File: src/rtl/ice40_ram_reader_pkg.sv
// Shared types and constants for the iCE40 256x16 block-RAM read controller.
package ice40_ram_reader_pkg;

  typedef enum logic [1:0] {
    IDLE  = 2'd0,
    RUN   = 2'd1,
    DRAIN = 2'd2
  } state_e;

  localparam int RAM_DEPTH = 256;
  localparam int RAM_AW    = 8;
  localparam int BUF_DEPTH = 2;
  localparam int LEN_W     = $clog2(RAM_DEPTH) + 1;

  // A read may be issued only if the word it returns is guaranteed a buffer
  // slot. Words already buffered and the word still in flight both hold
  // slots. A pop in this cycle frees one slot.
  function automatic logic has_credit(input logic [1:0] occ,
                                      input logic       inflight,
                                      input logic       pop);
    logic [2:0] used;
    logic [2:0] avail;
    used  = {1'b0, occ} + {2'b00, inflight};
    avail = 3'(BUF_DEPTH) + {2'b00, pop};
    return (used < avail);
  endfunction

endpackage

File: src/rtl/ice40_ram_reader_buf.sv
// Two-entry FIFO. The oldest word sits in a head register so the stream
// data comes straight from a flop and holds still while stalled.
module ice40_ram_reader_buf
  import ice40_ram_reader_pkg::*;
#(
  parameter int DW = 16
) (
  input  logic          clk_i,
  input  logic          rst_ni,
  input  logic          push_i,
  input  logic [DW-1:0] data_i,
  input  logic          pop_i,
  output logic [DW-1:0] head_o,
  output logic [1:0]    occ_o
);

  localparam logic [1:0] FULL = 2'(BUF_DEPTH);

  logic [DW-1:0] head_q;
  logic [DW-1:0] tail_q;
  logic [1:0]    occ_q;
  logic          pop_s;

  assign pop_s  = pop_i && (occ_q != 2'd0);
  assign head_o = head_q;
  assign occ_o  = occ_q;

  // Move words through head/tail and track occupancy on push and pop.
  always_ff @(posedge clk_i or negedge rst_ni) begin
    if (!rst_ni) begin
      head_q <= {DW{1'b0}};
      tail_q <= {DW{1'b0}};
      occ_q  <= 2'd0;
    end else begin
      case ({push_i, pop_s})
        2'b10: begin
          if (occ_q == 2'd0) begin
            head_q <= data_i;
            occ_q  <= 2'd1;
          end else if (occ_q == 2'd1) begin
            tail_q <= data_i;
            occ_q  <= FULL;
          end else begin
            // Full: the credit rule upstream keeps this from happening.
            occ_q <= occ_q;
          end
        end
        2'b01: begin
          if (occ_q == FULL) begin
            head_q <= tail_q;
            occ_q  <= 2'd1;
          end else begin
            occ_q <= occ_q - 2'd1;
          end
        end
        2'b11: begin
          // Pop and push together: occupancy is unchanged.
          if (occ_q == FULL) begin
            head_q <= tail_q;
            tail_q <= data_i;
          end else begin
            head_q <= data_i;
          end
        end
        default: begin
          occ_q <= occ_q;
        end
      endcase
    end
  end

endmodule

File: src/rtl/ice40_ram_reader.sv
// Burst read controller for an SB_RAM40_4K in 256x16 mode. It turns a
// (base, length) command into RAM reads and a valid/ready stream with LAST.
module ice40_ram_reader
  import ice40_ram_reader_pkg::*;
#(
  parameter int DATA_WIDTH = 16,
  parameter int ADDR_WIDTH = 11
) (
  input  logic                  CLK,
  input  logic                  ASYNCRESETN,
  input  logic                  START,
  input  logic [RAM_AW-1:0]     BASE,
  input  logic [LEN_W-1:0]      LEN,
  output logic                  BUSY,
  output logic                  DONE,
  output logic [ADDR_WIDTH-1:0] RADDR,
  output logic                  RE,
  output logic                  RCLKE,
  input  logic [DATA_WIDTH-1:0] RDATA,
  output logic                  VALID,
  input  logic                  READY,
  output logic [DATA_WIDTH-1:0] DATA,
  output logic                  LAST
);

  state_e              state_q;
  logic [RAM_AW-1:0]   addr_q;
  logic [LEN_W-1:0]    issue_cnt_q;
  logic [LEN_W-1:0]    beat_cnt_q;
  logic                inflight_q;
  logic                done_q;

  logic [1:0]          occ_s;
  logic [DATA_WIDTH-1:0] head_s;
  logic                pop_s;
  logic                issue_s;

  assign VALID   = (occ_s != 2'd0);
  assign DATA    = head_s;
  assign pop_s   = VALID && READY;
  assign LAST    = VALID && (beat_cnt_q == LEN_W'(1));
  assign BUSY    = (state_q != IDLE);
  assign DONE    = done_q;
  assign issue_s = (state_q == RUN) && has_credit(occ_s, inflight_q, pop_s);
  assign RE      = issue_s;
  assign RCLKE   = issue_s;
  assign RADDR   = issue_s ? {{(ADDR_WIDTH-RAM_AW){1'b0}}, addr_q}
                           : {ADDR_WIDTH{1'b0}};

  // Sequencer: command capture, address/count stepping and completion pulse.
  always_ff @(posedge CLK or negedge ASYNCRESETN) begin
    if (!ASYNCRESETN) begin
      state_q     <= IDLE;
      addr_q      <= {RAM_AW{1'b0}};
      issue_cnt_q <= {LEN_W{1'b0}};
      beat_cnt_q  <= {LEN_W{1'b0}};
      inflight_q  <= 1'b0;
      done_q      <= 1'b0;
    end else begin
      done_q     <= 1'b0;
      inflight_q <= issue_s;
      if (pop_s) begin
        beat_cnt_q <= beat_cnt_q - LEN_W'(1);
      end
      if (issue_s) begin
        addr_q      <= addr_q + 8'd1;
        issue_cnt_q <= issue_cnt_q - LEN_W'(1);
      end
      case (state_q)
        IDLE: begin
          if (START) begin
            if (LEN != {LEN_W{1'b0}}) begin
              addr_q      <= BASE;
              issue_cnt_q <= LEN;
              beat_cnt_q  <= LEN;
              state_q     <= RUN;
            end else begin
              done_q <= 1'b1;
            end
          end
        end
        RUN: begin
          if (issue_s && (issue_cnt_q == LEN_W'(1))) begin
            state_q <= DRAIN;
          end
        end
        DRAIN: begin
          if (pop_s && (beat_cnt_q == LEN_W'(1))) begin
            state_q <= IDLE;
            done_q  <= 1'b1;
          end
        end
        default: begin
          state_q <= IDLE;
        end
      endcase
    end
  end

  ice40_ram_reader_buf #(
    .DW(DATA_WIDTH)
  ) u_buf (
    .clk_i  (CLK),
    .rst_ni (ASYNCRESETN),
    .push_i (inflight_q),
    .data_i (RDATA),
    .pop_i  (pop_s),
    .head_o (head_s),
    .occ_o  (occ_s)
  );

endmodule

File: config.mk
export PLATFORM = sky130hd
export DESIGN_NAME = ice40_ram_reader
export DESIGN_NICKNAME = d
export VERILOG_FILES = /design/src/rtl/ice40_ram_reader_pkg.sv /design/src/rtl/ice40_ram_reader_buf.sv /design/src/rtl/ice40_ram_reader.sv
export SDC_FILE = /design/constraint.sdc
export NUM_CORES = 1
export LEC_CHECK = 0
export ABC_AREA = 1
export CORE_UTILIZATION = 50
export DETAILED_ROUTE_END_ITERATION = 10
export GPL_ROUTABILITY_DRIVEN = 0
export PLACE_DENSITY = 0.77
export SYNTH_ARGS = -nofsm -noshare
export SYNTH_HDL_FRONTEND = slang
export SYNTH_SLANG_ARGS = --single-unit
File: constraint.sdc
create_clock -name CLK -period 2.6 [get_ports CLK]
set_input_delay 0.39 -clock CLK [delete_from_list [all_inputs] [get_ports CLK]]
set_output_delay 0.39 -clock CLK [all_outputs]
set_load 0.01 [all_outputs]
==> out/qor.yml, run 1 <==
detail_route.wl_per_cell_um: 13.1
clk_latency_ns: 0.34
setup_total_negative_slack_ns: 0
grt_antenna_before_repair: 0
num_io_pins: 70
layout.cells.most_common: "nand2_1"
setup_crit_end: "LAST"
power_leakage_nw: 2.59
layout_cell_share_with_drive_strength_beyond_1: 0.133
synth.largest_area_cell: "dfrtp_1"
via_count: 3320
floorplan.rows: 31
drv_slew: 0
top_library_cells_by_usage_in_the_layout_fill_and_taps_aside: "nand2_1, inv_1, dfrtp_1"
hold_violations_final: 0
drcViolationCount: 0
cts_buffers: 9
synth_enable_flop_cells: 0
area_inside_the_core_boundary_um2: 7370
netlist.area_leader.share: 0.414
regToRegStartpoint: "u_buf.occ_o[0]$_DFFE_PN0P_"
h-tree-depth: 3
final_area_um2: 4910
final.setup.worst_slack_ns: 0.127
critPathMaxFanout: 6
period_utilization: 0.951
worst_setup_sp: "u_buf.occ_o[0]$_DFFE_PN0P_"
detailedPlace.worstSlack_ns: 0.0295
syn-mean-instance-area_um2: 7.98
fin_crit_ns: 2.47
cts_buffer_depth: 2
tritoncts: "built"
sink_count_of_the_clock_tree: 64
cap_viol_max_count: 0
overflow: 0
postCtsHoldBufs: 0
max-slew-margin-rel: 0.458
drt_iter0_drc: 158
area_growth_syn_to_layout_pct: 26.9
groute.usage.overall: 0.228
worstSetupStartpointType: "flip-flop"
worst_r2r_endpoint: "u_buf.head_o[8]$_DFFE_PN0P_"
reg2reg_depth: 8
finClkSkew_ns: 0.00896
critical_path.endpoint_type: "primary output"
synthTopCellsByArea: "dfrtp_1, nand2_1, inv_1"
die_wd_um: 90.0
drt_first_pass_iters: 4
grt_first_pass_wirelength_um: 14800
synth_seq_area_share: 0.414
dpl-instance-area_um2: 4590
yosys_warning_total: 0
n_antenna_cell: 0
routed_wl_um: 8660
p_total_w: 0.00656
p_per_area_nw_per_um2: 1340
synthesis.area_um2: 3870
postLayoutCoreUtil: 0.666
worstHoldPathType: "in2async"
die-area_um2: 8100
fin_nets: 611
clock_tree.root_cell: "clkbuf_8"
detailedPlacementHpwl_um: 5950
finalSetupViolCount: 0
dominantRegCellSynth: "dfrtp_1"
run_status: "completed"
regToRegSetupSlack_ns: 0.16
io_buffers: 66
critical_path_arrival_ns: 2.08
async_flop_share: 1.00
start_util: 0.525
tightest_slew_ns: 0.813
ant_nets: 0
irDropWorstVdd_v: 0.000767
routed_via_density: 5.01
criticalPathCategory: "reg2out"
synth.ff_latch_count: 64
synth.lib_cells_used.distinct: 39
clk_slew_on_worst_s_h_paths_ns: 0.08
die_height_um: 90.0
via_count_of_the_first_global_routing_pass: 3348
rsz0062_at_grt: "no"
timing.fmax_mhz: 404
grt_max_degree: 65
synthCells: 485
critical_path_required_ns: 2.21
-- through the flow --
stage / cells / hold slack [ns]
3_3_place_gp: 644 / 0.472
3_5_place_dp: 644 / 0.479
2_1_floorplan: 487 / 0.0944
6_report: 663 / 0.209
5_1_grt: 663 / 0.288
4_1_cts: 662 / 0.245
-- cells in the mapped netlist, types with 6 or more instances --
| library cell | instances |
|---|---|
| mux2_4 | 10 |
| mux2_2 | 6 |
| o22ai_1 | 17 |
| nor2_1 | 46 |
| inv_1 | 88 |
| o21ai_1 | 19 |
| nand4_1 | 11 |
| buf_4 | 8 |
| ha_1 | 14 |
| nand2_1 | 114 |
| o21ai_0 | 10 |
| nand3_1 | 22 |
| dfrtp_1 | 64 |
-- report_power, final --
| part | total [W] | leakage (nW) | internal (W) | switching, W |
|---|---|---|---|---|
| clock network | 0.00105 | 0.115 | 0.000658 | 0.000396 |
| registers | 0.00186 | 0.776 | 0.00150 | 0.000362 |
| logic | 0.00365 | 1.70 | 0.00168 | 0.00196 |
-- area by class of cell --
type | instances | area [um^2]
multi-input cells | 314 | 1830
clock buffers | 10 | 138
clock inverters | 5 | 105
flip-flops and latches | 64 | 1600
well taps | 99 | 124
fillers | 604 | 2460
inverters | 93 | 352
repair buffers | 78 | 762
-- routing by layer --
layer,part of all wire,wire (um),vias to the layer above,GRT usage
li1,-,-,1662,-
met1,0.45,3870,1563,0.285
met2,0.50,4300,77,0.388
met3,0.032,280,18,0.0313
met4,0.024,208,0,0.114
met5,0,0,-,0
-- timing repair --
| item | CTS | global route |
|---|---|---|
| resized for setup | 3 | 10 |
| pin swaps | 1 | 0 |
| endpoints found under the hold margin | 0 | 0 |
| setup endpoints to repair | 9 | 23 |
| buffers inserted | 3 | 1 |
-- flip-flops by register name, indices dropped and copies added, names as in the netlist --
register / flops
u_buf.head_o: 16
u_buf.tail_q: 16
beat_cnt_q: 9
issue_cnt_q: 9
addr_q: 8
state_q: 2
u_buf.occ_o: 2
DONE: 1
inflight_q: 1
-- critical path, cell delays in order (launching register included) --
cell	delay [ns]
dfrtp_1	0.40
inv_1	0.10
ha_2	0.22
inv_2	0.12
nand4_1	0.12
nor4_2	0.19
clkdlybuf4s50_1	0.58
-- cells by family after synthesis --
kind of cell,after synthesis,share of synthesized area
AND/OR/NAND/NOR,213,0.244
buffers and inverters,109,0.124
flip-flops,64,0.414
AO/OA/AOI/OAI,59,0.0957
multiplexers,16,0.0563
adder cells (fa/ha/maj),14,0.0453
XOR/XNOR,9,0.0204
other,1,0.000969
-- worst min path at each step --
stage / to / slack, ns / cells past startpoint
5_1_grt: u_buf.head_o[4]$_DFFE_PN0P_ / 0.29 / 2
4_1_cts: u_buf.head_o[4]$_DFFE_PN0P_ / 0.25 / 2
3_3_place_gp: u_buf.tail_q[6]$_DFFE_PN0P_ / 0.47 / 2
3_5_place_dp: u_buf.tail_q[0]$_DFFE_PN0P_ / 0.48 / 2
2_1_floorplan: DONE$_DFF_PN0_ / 0.09 / 0
6_report: u_buf.head_o[4]$_DFFE_PN0P_ / 0.21 / 2
(Power assumes the default switching activity.)
==> run 2, diff against run 1 <==
Settings changed: MAX_ROUTING_LAYER set to met4.
==> out/qor.yml, run 2 (same netlist as run 1, synthesis figures left out) <==
p_per_area_nw_per_um2: 1340  # about the same
area_inside_the_core_boundary_um2: 7370  # unchanged
crit_path_cell_chain: "inv_1 > ha_2 > inv_2 > nand4_1 > nor4_2 > clkdlybuf4s50_1"  # unchanged
setup_total_negative_slack_ns: 0  # unchanged
layout_cell_share_with_drive_strength_beyond_1: 0.133  # unchanged
worstSetupStartpointType: "flip-flop"  # unchanged
io_buffers: 66  # unchanged
overflow: 0  # unchanged
crit_path_max_incr_delay_ns: 0.58  # about the same
grt_antenna_before_repair: 0  # unchanged
clock_tree.root_cell: "clkbuf_8"  # unchanged
critical_path_required_ns: 2.21  # about the same
clk_latency_ns: 0.35  # was 0.34 ns
die_height_um: 90.0  # unchanged
postCtsHoldBufs: 0  # unchanged
area_growth_syn_to_layout_pct: 26.9  # unchanged
drcViolationCount: 0  # unchanged
num_io_pins: 70  # unchanged
tightest_slew_ns: 0.812  # was 0.813 ns
routed_wl_um: 8670  # was 8660 um
grt_first_pass_wirelength_um: 14800  # about the same
floorplan.rows: 31  # unchanged
cts_buffers: 9  # unchanged
run_status: "completed"  # unchanged
sink_count_of_the_clock_tree: 64  # unchanged
critical_path.endpoint_type: "primary output"  # unchanged
fin_crit_ns: 2.47  # about the same
hold_violations_final: 0  # unchanged
detail_route.wl_per_cell_um: 13.1  # about the same
die_wd_um: 90.0  # unchanged
final_area_um2: 4910  # unchanged
timing.fmax_mhz: 404  # about the same
finalSetupViolCount: 0  # unchanged
max-slew-margin-rel: 0.458  # about the same
via_count: 3314  # was 3320
worstHoldPathType: "in2async"  # unchanged
p_total_w: 0.00656  # about the same
postLayoutCoreUtil: 0.666  # unchanged
critical_path_arrival_ns: 2.08  # about the same
via_count_of_the_first_global_routing_pass: 3346  # was 3348
drv_slew: 0  # unchanged
critical_path.slowest_cell: "clkdlybuf4s50_1"  # unchanged
layout.cells.most_common: "nand2_1"  # unchanged
top_library_cells_by_usage_in_the_layout_fill_and_taps_aside: "nand2_1, inv_1, dfrtp_1"  # unchanged
h-tree-depth: 3  # unchanged
groute.usage.overall: 0.235  # was 0.228
finClkSkew_ns: 0.00890  # was 0.00896 ns
period_utilization: 0.952  # was 0.951
die-area_um2: 8100  # unchanged
grt_max_degree: 65  # unchanged
criticalPathCategory: "reg2out"  # unchanged
cts_buffer_depth: 2  # unchanged
power_leakage_nw: 2.59  # unchanged
n_antenna_cell: 0  # unchanged
start_util: 0.525  # unchanged
cap_viol_max_count: 0  # unchanged
ant_nets: 0  # unchanged
clk_slew_on_worst_s_h_paths_ns: 0.08  # about the same
drt_first_pass_iters: 4  # unchanged
tritoncts: "built"  # unchanged
irDropWorstVdd_v: 0.000767  # about the same
rsz0062_at_grt: "no"  # unchanged
drt_iter0_drc: 161  # was 158
detailedPlacementHpwl_um: 5950  # unchanged
critPathMaxFanout: 6  # unchanged
fin_nets: 611  # unchanged
dpl-instance-area_um2: 4590  # unchanged
routed_via_density: 5.00  # was 5.01
-- run 2: path summary, 6_finish.rpt --
check	start	end	slack (ns)	depth (start not counted)
min reg2reg	u_buf.tail_q[0]$_DFFE_PN0P_	u_buf.tail_q[0]$_DFFE_PN0P_	0.49	2
max reg2reg	u_buf.occ_o[0]$_DFFE_PN0P_	u_buf.head_o[8]$_DFFE_PN0P_	0.17	8
max in group asynchronous	ASYNCRESETN	beat_cnt_q[0]$_DFF_PN0_	1.84	2
min in group CLK	u_buf.tail_q[0]$_DFFE_PN0P_	u_buf.tail_q[0]$_DFFE_PN0P_	0.49	2
min	ASYNCRESETN	u_buf.head_o[4]$_DFFE_PN0P_	0.21	2
max	u_buf.occ_o[0]$_DFFE_PN0P_	LAST	0.13	6
-- run 2: layout make-up --
cell class	count	area (um^2)
fill	604	2460
clock inverter	5	105
multi-input combinational	314	1830
clock buffer	10	138
tap	99	124
sequential	64	1600
inverter	93	352
timing repair buffer	78	762
-- run 2: critical path, delay by kind of cell, from the launching register on --
kind,cells,cell delay (ns)
buf+inv,3,0.80
flops,1,0.40
simple gates,2,0.31
fa+ha+maj,1,0.22
-- run 2: repair_timing --
action	CTS	global route
gates resized for setup	3	10
pin swaps	1	0
setup endpoints to repair	9	23
setup buffers	3	1
-- run 2: stage by stage --
| step | setup WS, ns | std cells | hold slack [ns] |
|---|---|---|---|
| after floorplan | 0.513 | 487 | 0.0944 |
| after global placement | 0.0753 | 644 | 0.472 |
| after detailed placement | 0.0295 | 644 | 0.479 |
| after CTS | 0.000189 | 662 | 0.245 |
| after global routing | 0.00778 | 663 | 0.289 |
| final | 0.126 | 663 | 0.208 |
-- run 2: layer usage --
metal / track usage / vias up / routed length, um
li1: - / 1660 / -
met2: 0.387 / 73 / 4280
met1: 0.286 / 1564 / 3930
met5: - / - / 0
met3: 0.0313 / 17 / 246
met4: 0.114 / 0 / 208
-- run 2: power by group --
part / internal (W) / switching [W]
sequential: 0.00150 / 0.000362
clock: 0.000658 / 0.000396
combinational: 0.00168 / 0.00196
total: 0.00384 / 0.00272
